--- config.mk ---
export PLATFORM = sky130hd
export DESIGN_NAME = rv32_register_file_mp
export DESIGN_NICKNAME = d
export VERILOG_FILES = /design/src/rtl/rv32_types.sv /design/src/rtl/rv32_rf_clear_seq.sv /design/src/rtl/rv32_register_file_mp.sv
export SDC_FILE = /design/constraint.sdc
export NUM_CORES = 1
export LEC_CHECK = 0
export CAP_MARGIN = 20
export CORE_ASPECT_RATIO = 1.75
export CORE_UTILIZATION = 42
export CTS_BUF_LIST = sky130_fd_sc_hd__clkbuf_4
export DETAILED_ROUTE_END_ITERATION = 8
export GPL_TIMING_DRIVEN = 0
export PLACE_DENSITY = 0.69
export SLEW_MARGIN = 20
export SYNTH_ARGS = -nofsm -noshare
export SYNTH_HDL_FRONTEND = slang
export SYNTH_HIERARCHICAL = 1
export SYNTH_SLANG_ARGS = --single-unit
export TNS_END_PERCENT = 5
--- constraint.sdc ---
create_clock -name clk -period 10.66 [get_ports clk]
set_input_delay 1.066 -clock clk [delete_from_list [all_inputs] [get_ports clk]]
set_output_delay 1.066 -clock clk [all_outputs]
set_load 0.01 [all_outputs]
--- src/rtl/rv32_types.sv ---
// rtl/rv32_types.sv - shared RV32 integer-core types and constants
//
// Purpose: common types for the decode/writeback datapath.
//   RV32_XLEN / RV32_NREGS : default data width and register count
//   rv32_word              : one XLEN-wide integer word
//   reg_id_t               : architectural register index (x0..x31)
//   rf_state_t             : register-file sweep sequencer state
package rv32_types;

  localparam int RV32_XLEN  = 32;
  localparam int RV32_NREGS = 32;

  typedef logic [RV32_XLEN-1:0]          rv32_word;
  typedef logic [$clog2(RV32_NREGS)-1:0] reg_id_t;

  // RF_IDLE: normal operation; RF_CLEAR: zero sweep in progress.
  typedef enum logic {
    RF_IDLE  = 1'b0,
    RF_CLEAR = 1'b1
  } rf_state_t;

endpackage

--- src/rtl/rv32_rf_clear_seq.sv ---
// rtl/rv32_rf_clear_seq.sv - register-file zero-sweep sequencer
//
// Purpose: owns the IDLE/CLEAR state machine and the sweep index. After
// reset, or after clear_req in IDLE, it walks entries 1..DEPTH-1 one per
// clock and asks the top to write zero to each. Entry 0 is never swept
// because it is hardwired to zero at the read side.
//
// Ports:
//   clk        in   clock
//   resetn     in   asynchronous active-low reset (enters CLEAR at entry 1)
//   clear_req  in   start a new sweep; only looked at in IDLE
//   ready      out  1 while IDLE
//   clr_we     out  sweep write strobe (1 throughout CLEAR)
//   clr_addr   out  entry being zeroed this cycle
module rv32_rf_clear_seq
  import rv32_types::*;
#(
  parameter int DEPTH = RV32_NREGS,
  localparam int AW   = $clog2(DEPTH)
) (
  input  logic          clk,
  input  logic          resetn,
  input  logic          clear_req,
  output logic          ready,
  output logic          clr_we,
  output logic [AW-1:0] clr_addr
);

  localparam logic [AW-1:0] FIRST_IDX = AW'(1);
  localparam logic [AW-1:0] LAST_IDX  = AW'(DEPTH - 1);

  rf_state_t       state_q, state_d;
  logic [AW-1:0]   clr_idx_q, clr_idx_d;

  always_ff @(posedge clk or negedge resetn) begin
    if (!resetn) begin
      state_q   <= RF_CLEAR;
      clr_idx_q <= FIRST_IDX;
    end else begin
      state_q   <= state_d;
      clr_idx_q <= clr_idx_d;
    end
  end

  always_comb begin
    state_d   = state_q;
    clr_idx_d = clr_idx_q;
    unique case (state_q)
      RF_IDLE: begin
        if (clear_req) begin
          state_d   = RF_CLEAR;
          clr_idx_d = FIRST_IDX;
        end
      end
      RF_CLEAR: begin
        // Leave on the edge that zeroes the last entry; the index is left
        // parked there, so it can never wrap back through 0.
        if (clr_idx_q == LAST_IDX) begin
          state_d = RF_IDLE;
        end else begin
          clr_idx_d = clr_idx_q + AW'(1);
        end
      end
    endcase
  end

  assign ready    = (state_q == RF_IDLE);
  assign clr_we   = (state_q == RF_CLEAR);
  assign clr_addr = clr_idx_q;

endmodule

--- src/rtl/rv32_register_file_mp.sv ---
// rtl/rv32_register_file_mp.sv - multi-port integer register file with zero sweep
//
// Purpose: NUM_READ combinational read ports, NUM_WRITE clocked write ports,
// entry 0 hardwired to zero, and a zero-sweep sequencer that runs after
// reset and on clear_req. While sweeping, user writes are dropped and all
// reads return 0, so nothing uninitialised is ever visible.
//
// Optional build macro RV32_RF_BYPASS_EN: when defined, a read port whose
// address matches an enabled write port in the same cycle (IDLE only, not
// x0) returns that port's write data; highest-indexed write port wins.
//
// Ports:
//   clk        in   clock
//   resetn     in   asynchronous active-low reset
//   clear_req  in   request a full zero sweep (IDLE only)
//   ready      out  1 = IDLE: writes accepted, reads valid
//   we         in   [NUM_WRITE]        per-port write enable
//   waddr      in   [NUM_WRITE*AW]     packed write addresses, port i at [i*AW +: AW]
//   wdata      in   [NUM_WRITE*WIDTH]  packed write data
//   raddr      in   [NUM_READ*AW]      packed read addresses
//   rdata      out  [NUM_READ*WIDTH]   packed read data, combinational
module rv32_register_file_mp
  import rv32_types::*;
#(
  parameter int WIDTH     = RV32_XLEN,
  parameter int DEPTH     = RV32_NREGS,
  parameter int NUM_READ  = 2,
  parameter int NUM_WRITE = 1,
  localparam int AW       = $clog2(DEPTH)
) (
  input  logic                       clk,
  input  logic                       resetn,
  input  logic                       clear_req,
  output logic                       ready,
  input  logic [NUM_WRITE-1:0]       we,
  input  logic [NUM_WRITE*AW-1:0]    waddr,
  input  logic [NUM_WRITE*WIDTH-1:0] wdata,
  input  logic [NUM_READ*AW-1:0]     raddr,
  output logic [NUM_READ*WIDTH-1:0]  rdata
);

  logic          clr_we;
  logic [AW-1:0] clr_addr;

  rv32_rf_clear_seq #(
    .DEPTH (DEPTH)
  ) u_clear_seq (
    .clk       (clk),
    .resetn    (resetn),
    .clear_req (clear_req),
    .ready     (ready),
    .clr_we    (clr_we),
    .clr_addr  (clr_addr)
  );

  // Storage is deliberately not reset; the sweep initialises it and reads
  // are forced to 0 until the sweep has finished.
  logic [WIDTH-1:0] mem [DEPTH];

  always_ff @(posedge clk) begin
    if (clr_we) begin
      mem[clr_addr] <= '0;
    end else if (ready) begin
      // Ports are visited in ascending order, so on an address collision
      // the last (highest-indexed) assignment is the one that lands.
      for (int i = 0; i < NUM_WRITE; i++) begin
        if (we[i] && (waddr[i*AW +: AW] != '0)) begin
          mem[waddr[i*AW +: AW]] <= wdata[i*WIDTH +: WIDTH];
        end
      end
    end
  end

  always_comb begin
    rdata = '0;
    for (int j = 0; j < NUM_READ; j++) begin
      if (ready && (raddr[j*AW +: AW] != '0)) begin
        rdata[j*WIDTH +: WIDTH] = mem[raddr[j*AW +: AW]];
`ifdef RV32_RF_BYPASS_EN
        for (int i = 0; i < NUM_WRITE; i++) begin
          if (we[i] && (waddr[i*AW +: AW] == raddr[j*AW +: AW])) begin
            rdata[j*WIDTH +: WIDTH] = wdata[i*WIDTH +: WIDTH];
          end
        end
`else
        // Without bypass a same-cycle write shows up only after the edge.
`endif
      end
    end
  end

endmodule

==> flow_metrics.py, run 1 <==
metrics = {
    "critical_path": {
        "critPathKind": "primary input to primary output",
        "worstPathArrival_ns": 5.96,
        "worst_setup_path_start_kind": "primary input",
        "critical_path.max_fanout": 10,
        "required_ns": 9.59,
        "endpoint_kind": "primary output",
    },
    "finish": {
        "final_common_cell": "edfxtp_1",
        "fillers": 9116,
        "mostFrequentLayoutCells": "edfxtp_1, mux4_2, clkbuf_4, mux2i_1, clkdlybuf4s50_1",
        "stdcell_count": 4480,
        "final_nets": 2874,
        "final_layout_size_suffix_gt1_frac": 0.362,
        "area_growth_pct": 15.8,
    },
    "sta": {
        "fin_crit_sh": 0.659,
        "finalHoldViolations": 0,
        "fmax_ghz": 0.142,
        "maxSlewViolCount": 0,
        "setup_viol": 0,
        "finClkSkew_ns": 0.0733,
        "tns_ns": 0,
        "max_slew.worst_pin.slew_ns": 1.27,
        "rsz0062_at_grt": "no",
        "relSlewSlack": 0.153,
        "min_period_ns": 7.03,
        "hold_ws_ns": 0.172,
    },
    "clocking": {
        "cts_setup_buffers": 0,
        "cts_buffer_depth": 3,
        "cts_tree": "built",
        "ctsHoldBuffers": 0,
        "cts.repair.resized": 0,
        "worstSkewPairLatency_ns": 1.22,
        "cts-htree-levels": 4,
        "cts_buffers": 216,
        "root_buffer": "clkbuf_4",
        "clkTransAtPathRegs_ns": 0.07,
        "cts_sinks": 1030,
    },
    "grt": {
        "grt_pass1_vias": 31300,
        "grt_max_degree": 33,
        "gr-total-overflow": 0,
        "antenna_found_initial": 8,
        "grt_usage": 0.296,
        "grt_pass1_wl_um": 234000,
    },
    "synthesis": {
        "synth-edff-count": 1024,
        "syn_area_per_cell_um2": 20.2,
        "ys_types": 54,
        "ys_seq_elements": 1030,
        "ys_dominant_reg_cell": "edfxtp_1",
        "synth_cells": 2364,
        "seq_area_frac_synth": 0.648,
        "ys.warnings.count": 6,
        "postSynth.asyncResetShare": 0.00583,
        "syn_area_mm2": 0.0477,
        "synth_nets": 2417,
    },
    "die": {
        "die_y_um": 448,
        "core_area_mm2": 0.113,
        "die_x_um": 257,
        "pin_count": 116,
        "fp-row-count": 163,
        "initial_core_util": 0.423,
        "die_area_mm2": 0.115,
    },
    "place": {
        "finalWeightedCongestion": 0.904,
        "io_buffers": 110,
        "placedCellCount": 4088,
        "dp_hpwl_um": 120000,
    },
    "drt": {
        "routed-via-count": 30100,
        "drt_iter0_markers": 3695,
        "totalWireLength_um": 169000,
        "first_pass_iters": 8,
        "detail_route.wl_per_cell_um": 37.7,
        "routed_via_density": 6.71,
        "drc": 0,
        "ant_nets": 0,
    },
    "power": {
        "leakagePower_nw": 19.0,
        "power.density_mw_per_mm2": 174,
        "irDropWorstVdd_mv": 0.119,
    },
    "worst_hold_path": {
        "hold_class": "primary input to async pin",
    },
    "job": {
        "maxCapViolations": 0,
    },
    "outcome": {
        "status": "completed",
    },
}
[stage by stage]
| step | power, mW | worst slack (ns) | cell area (um^2) | utilization |
|---|---|---|---|---|
| finish | 9.60 | 3.63 | 55200 | 0.490 |
| global route | 9.82 | 3.71 | 55200 | 0.490 |
| CTS | 9.55 | 3.96 | 55200 | 0.489 |
| detailed placement | 6.72 | 3.99 | 52500 | 0.466 |
| global placement | 6.46 | 2.04 | 50700 | 0.449 |
| floorplan | 5.82 | 5.94 | 47700 | - |
[layer usage]
metal,vias up,track usage,wire length [um],part of all wire
li1,11500,-,-,-
met1,15400,0.319,52200,0.31
met2,2457,0.476,81000,0.48
met3,669,0.0737,17400,0.10
met4,6,0.280,18300,0.11
met5,-,0,40,0.00024
[kinds of logic after synthesis]
logic type / count (synthesis) / synth area share
adders and majority gates: 2 / 0.000524
muxes: 704 / 0.266
buffers and inverters: 198 / 0.0217
DFF: 1030 / 0.648
AOI/OAI and AO/OA: 307 / 0.0495
and+or+nand+nor: 122 / 0.0147
xor gates and xnor gates: 1 / 0.000184
[worst paths after layout]
path	from	endpoint	slack [ns]	depth (start not counted)
worst max-delay path	raddr[7]	rdata[46]	3.63	8
worst min-delay path	resetn	u_clear_seq/clr_addr[4]	0.17	1
worst max register to register	u_clear_seq/clr_we	mem[2][22]	6.40	9
worst min register to register	u_clear_seq/clr_addr[0]	u_clear_seq/clr_addr[0]	0.65	2
max in group asynchronous	resetn	u_clear_seq/clr_addr[0]	10.20	1
min in group clk	u_clear_seq/clr_addr[0]	u_clear_seq/clr_addr[0]	0.65	2
[critical path: stages]
cell and delay [ns]:
clkdlybuf4s50_1 0.53, buf_1 0.73, clkbuf_1 1.00, buf_2 0.55, mux2i_1 0.40, o22a_1 0.67, o221ai_1 0.38, clkdlybuf4s50_1 0.58
[where the power goes]
group	internal [mW]	switching, mW	leakage, nW
Combinational	0.653	1.08	7.08
Sequential	4.79	0.150	10.4
Clock	1.35	1.58	1.55
Total	6.79	2.81	19.0
[state kept, by name, summed over array words and instances (netlist names)]
register	count
mem	1024
u_clear_seq/clr_we	1
u_clear_seq/clr_addr	5
[synthesized netlist by cell type (4+ instances only)]
cell type  instances  share of area
edfxtp_1        1024           0.64
mux4_2           450           0.21
mux2i_1          253          0.053
clkbuf_1          91         0.0072
o221ai_1          62          0.011
buf_2             59         0.0062
a21oi_1           36         0.0038
and2_1            33         0.0043
o22ai_1           33         0.0043
a22o_1            32         0.0059
o22a_1            32         0.0059
a211oi_1          31         0.0049
a22oi_1           30         0.0047
a2111oi_0         24         0.0044
nor2_1            24         0.0019
nor3_1            21         0.0022
buf_4             19         0.0030
buf_6             14         0.0033
nand2_1            8        0.00063
a2111oi_1          6         0.0013
nand3b_1           6        0.00094
o21ai_0            6        0.00063
and3_1             5        0.00066
buf_1              5        0.00039
inv_1              5        0.00039
nor2b_1            5        0.00066
a31oi_1            4        0.00052
dfrtp_1            4         0.0021
[final cells by class]
class                           count  area [um^2]  area share
Multi-Input combinational cell   1136        16200       0.293
Inverter                            5         18.8    0.000340
Sequential cell                  1030        30900       0.559
Timing Repair Buffer              239         2580      0.0467
Tap cell                         1485         1860      0.0336
Clock buffer                      285         2140      0.0387
Buffer                            193         1020      0.0186
Antenna cell                       11         27.5    0.000498
Clock inverter                     96          504     0.00913
(Power assumes the default switching activity.)
==> run 2, diff against run 1 <==
--- a/config.mk
+++ b/config.mk
@@ -11,7 +11,7 @@
 export CTS_BUF_LIST = sky130_fd_sc_hd__clkbuf_4
 export DETAILED_ROUTE_END_ITERATION = 8
 export GPL_TIMING_DRIVEN = 0
-export PLACE_DENSITY = 0.69
+export PLACE_DENSITY = 0.71
 export SLEW_MARGIN = 20
 export SYNTH_ARGS = -nofsm -noshare
 export SYNTH_HDL_FRONTEND = slang
==> constraint.sdc (replaced) <==
create_clock -name clk -period 6 [get_ports clk]
set_input_delay 0.6 -clock clk [delete_from_list [all_inputs] [get_ports clk]]
set_output_delay 0.6 -clock clk [all_outputs]
set_load 0.01 [all_outputs]
==> run 2 against run 1 <==
Compared with the run above: combinational power grew 74%; worst hold slack worse by 0.047 ns; clock skew shrank 0.0021 ns; critical path depth is the same; largest cell class unchanged.
==> flow_metrics.py, run 2 (same netlist as run 1, synthesis figures left out) <==
metrics = {
    "outcome": {
        "status": "completed",
    },
    "critical_path": {
        "critical_path.max_fanout": 10,
        "critPathKind": "primary input to primary output",
        "cp-endpoint": "rdata[46]",
        "cpMaxStageDelayCell": "clkbuf_1",
        "required_ns": 5.40,
        "reg2regPathDepth": 9,
        "reg2reg_from": "u_clear_seq/clr_we",
        "r2r_end": "mem[19][14]",
        "critPathMaxStageDelay_ns": 0.89,
        "endpoint_kind": "primary output",
        "r2r_slack_ns": 2.08,
        "cp-startpoint": "raddr[6]",
        "path_cells": "clkdlybuf4s50_1 > clkbuf_1 > clkbuf_1 > mux4_2 > mux2i_1 > o22a_1 > o221ai_1 > clkdlybuf4s50_1",
        "worstPathArrival_ns": 5.26,
        "worst_setup_path_start_kind": "primary input",
    },
    "die": {
        "core_area_mm2": 0.113,
        "fp-row-count": 163,
        "initial_core_util": 0.423,
        "pin_count": 116,
        "die_y_um": 448,
        "die_area_mm2": 0.115,
        "die_x_um": 257,
    },
    "finish": {
        "final_common_cell": "edfxtp_1",
        "stdcell_count": 4473,
        "mostFrequentLayoutCells": "edfxtp_1, mux4_2, clkbuf_4, mux2i_1, clkdlybuf4s50_1",
        "regMostFlops": "mem",
        "final_layout_size_suffix_gt1_frac": 0.365,
        "design_area_mm2": 0.0551,
        "final_nets": 2870,
        "area_growth_pct": 15.5,
        "largest_register_ffs": 1024,
        "fillers": 9152,
    },
    "drt": {
        "routed-via-count": 30100,
        "wl_met2_um": 81300,
        "top_layer": "met5",
        "ant_nets": 0,
        "first_pass_iters": 5,
        "wl_met3_um": 17000,
        "drt_iter0_markers": 4151,
        "routed_via_density": 6.73,
        "drc": 0,
        "wl_met1_um": 52400,
        "detail_route.wl_per_cell_um": 37.6,
        "totalWireLength_um": 168000,
    },
    "power": {
        "power.density_mw_per_mm2": 311,
        "leakagePower_nw": 19.0,
        "irDropWorstVdd_mv": 0.242,
    },
    "grt": {
        "gr-total-overflow": 0,
        "grt_usage": 0.294,
        "grt_max_degree": 33,
        "grt_pass1_wl_um": 233000,
        "grt_pass1_vias": 31200,
        "antenna_found_initial": 13,
    },
    "sta": {
        "tns_ns": 0,
        "hold_ws_ns": 0.125,
        "relSlewSlack": 0.198,
        "max_slew.worst_pin.slew_ns": 1.20,
        "worst_slack_ns": 0.143,
        "fin_crit_sh": 0.976,
        "fmax_ghz": 0.171,
        "setup_viol": 0,
        "finClkSkew_ns": 0.0713,
        "finalHoldViolations": 0,
        "maxSlewViolCount": 0,
        "min_period_ns": 5.86,
        "rsz0062_at_grt": "no",
    },
    "clocking": {
        "cts_tree": "built",
        "worstSkewPairLatency_ns": 1.21,
        "cts_setup_buffers": 0,
        "cts_buffer_depth": 3,
        "cts_sinks": 1030,
        "cts.repair.resized": 0,
        "ctsHoldBuffers": 1,
        "root_buffer": "clkbuf_4",
        "cts_buffers": 216,
        "clkTransAtPathRegs_ns": 0.06,
        "cts-htree-levels": 4,
    },
    "place": {
        "placedCellCount": 4082,
        "place_area_mm2": 0.0523,
        "io_buffers": 110,
        "pre_cts_ws_ns": 0.349,
        "finalWeightedCongestion": 0.909,
        "dp_hpwl_um": 118000,
    },
    "worst_hold_path": {
        "hold_class": "primary input to register",
    },
    "job": {
        "maxCapViolations": 0,
    },
}
## run 2: cell count changes in the layout (fill, tap and decap cells not counted), moves of 2 or more
| cell | change |
|---|---|
| clkinvlp_4 | -2 |
| buf_4 | +5 |
| bufinv_16 | +3 |
| buf_2 | -3 |
| clkinv_2 | +4 |
| clkbuf_4 | +6 |
| diode_2 | +2 |
| buf_16 | -11 |
| clkinv_1 | -15 |
| buf_12 | +5 |
## run 2: report_power, final
| group | total [mW] | internal, mW | switching (mW) |
|---|---|---|---|
| clock | 5.33 | 2.55 | 2.77 |
| combinational | 3.03 | 1.12 | 1.91 |
| sequential | 8.78 | 8.51 | 0.267 |
| total | 17.1 | 12.2 | 4.95 |
## run 2: final cells by class
cell class                      count  area [um^2]  share of cell area
Clock inverter                     85          539             0.00978
Sequential cell                  1030        30900               0.561
Clock buffer                      291         2180              0.0396
Tap cell                         1485         1860              0.0337
Inverter                            5         18.8            0.000340
Antenna cell                       13         32.5            0.000590
Timing Repair Buffer              235         2400              0.0435
Multi-Input combinational cell   1136        16200               0.293
Buffer                            193         1030              0.0186
## run 2: critical path, delay by kind of cell
| kind | cells | cell delay [ns] |
|---|---|---|
| buffers and inverters | 4 | 2.92 |
| AO/OA/AOI/OAI | 2 | 0.98 |
| multiplexers | 2 | 0.72 |
## run 2: worst min-delay path by stage
stage / start / to / slack, ns / depth (start not counted)
6_report: clear_req / u_clear_seq/clr_addr[0] / 0.13 / 3
5_1_grt: clear_req / u_clear_seq/clr_addr[0] / 0.1 / 3
4_1_cts: clear_req / u_clear_seq/clr_addr[0] / 0.05 / 3
3_5_place_dp: u_clear_seq/clr_addr[0] / u_clear_seq/clr_addr[0] / 0.60 / 2
3_3_place_gp: u_clear_seq/clr_addr[0] / u_clear_seq/clr_addr[0] / 0.60 / 2
2_1_floorplan: resetn / u_clear_seq/clr_addr[1] / 0.30 / 0
## run 2: metal layers
layer	GRT usage	vias to the layer above
met5	0	-
met4	0.257	14
met3	0.0677	670
met2	0.482	2451
met1	0.322	15500
li1	-	11500
## run 2: stage by stage
step	util	power [mW]
floorplan	-	10.3
global placement	0.449	11.5
detailed placement	0.464	11.9
CTS	0.488	17.1
global route	0.489	17.5
finish	0.489	17.1
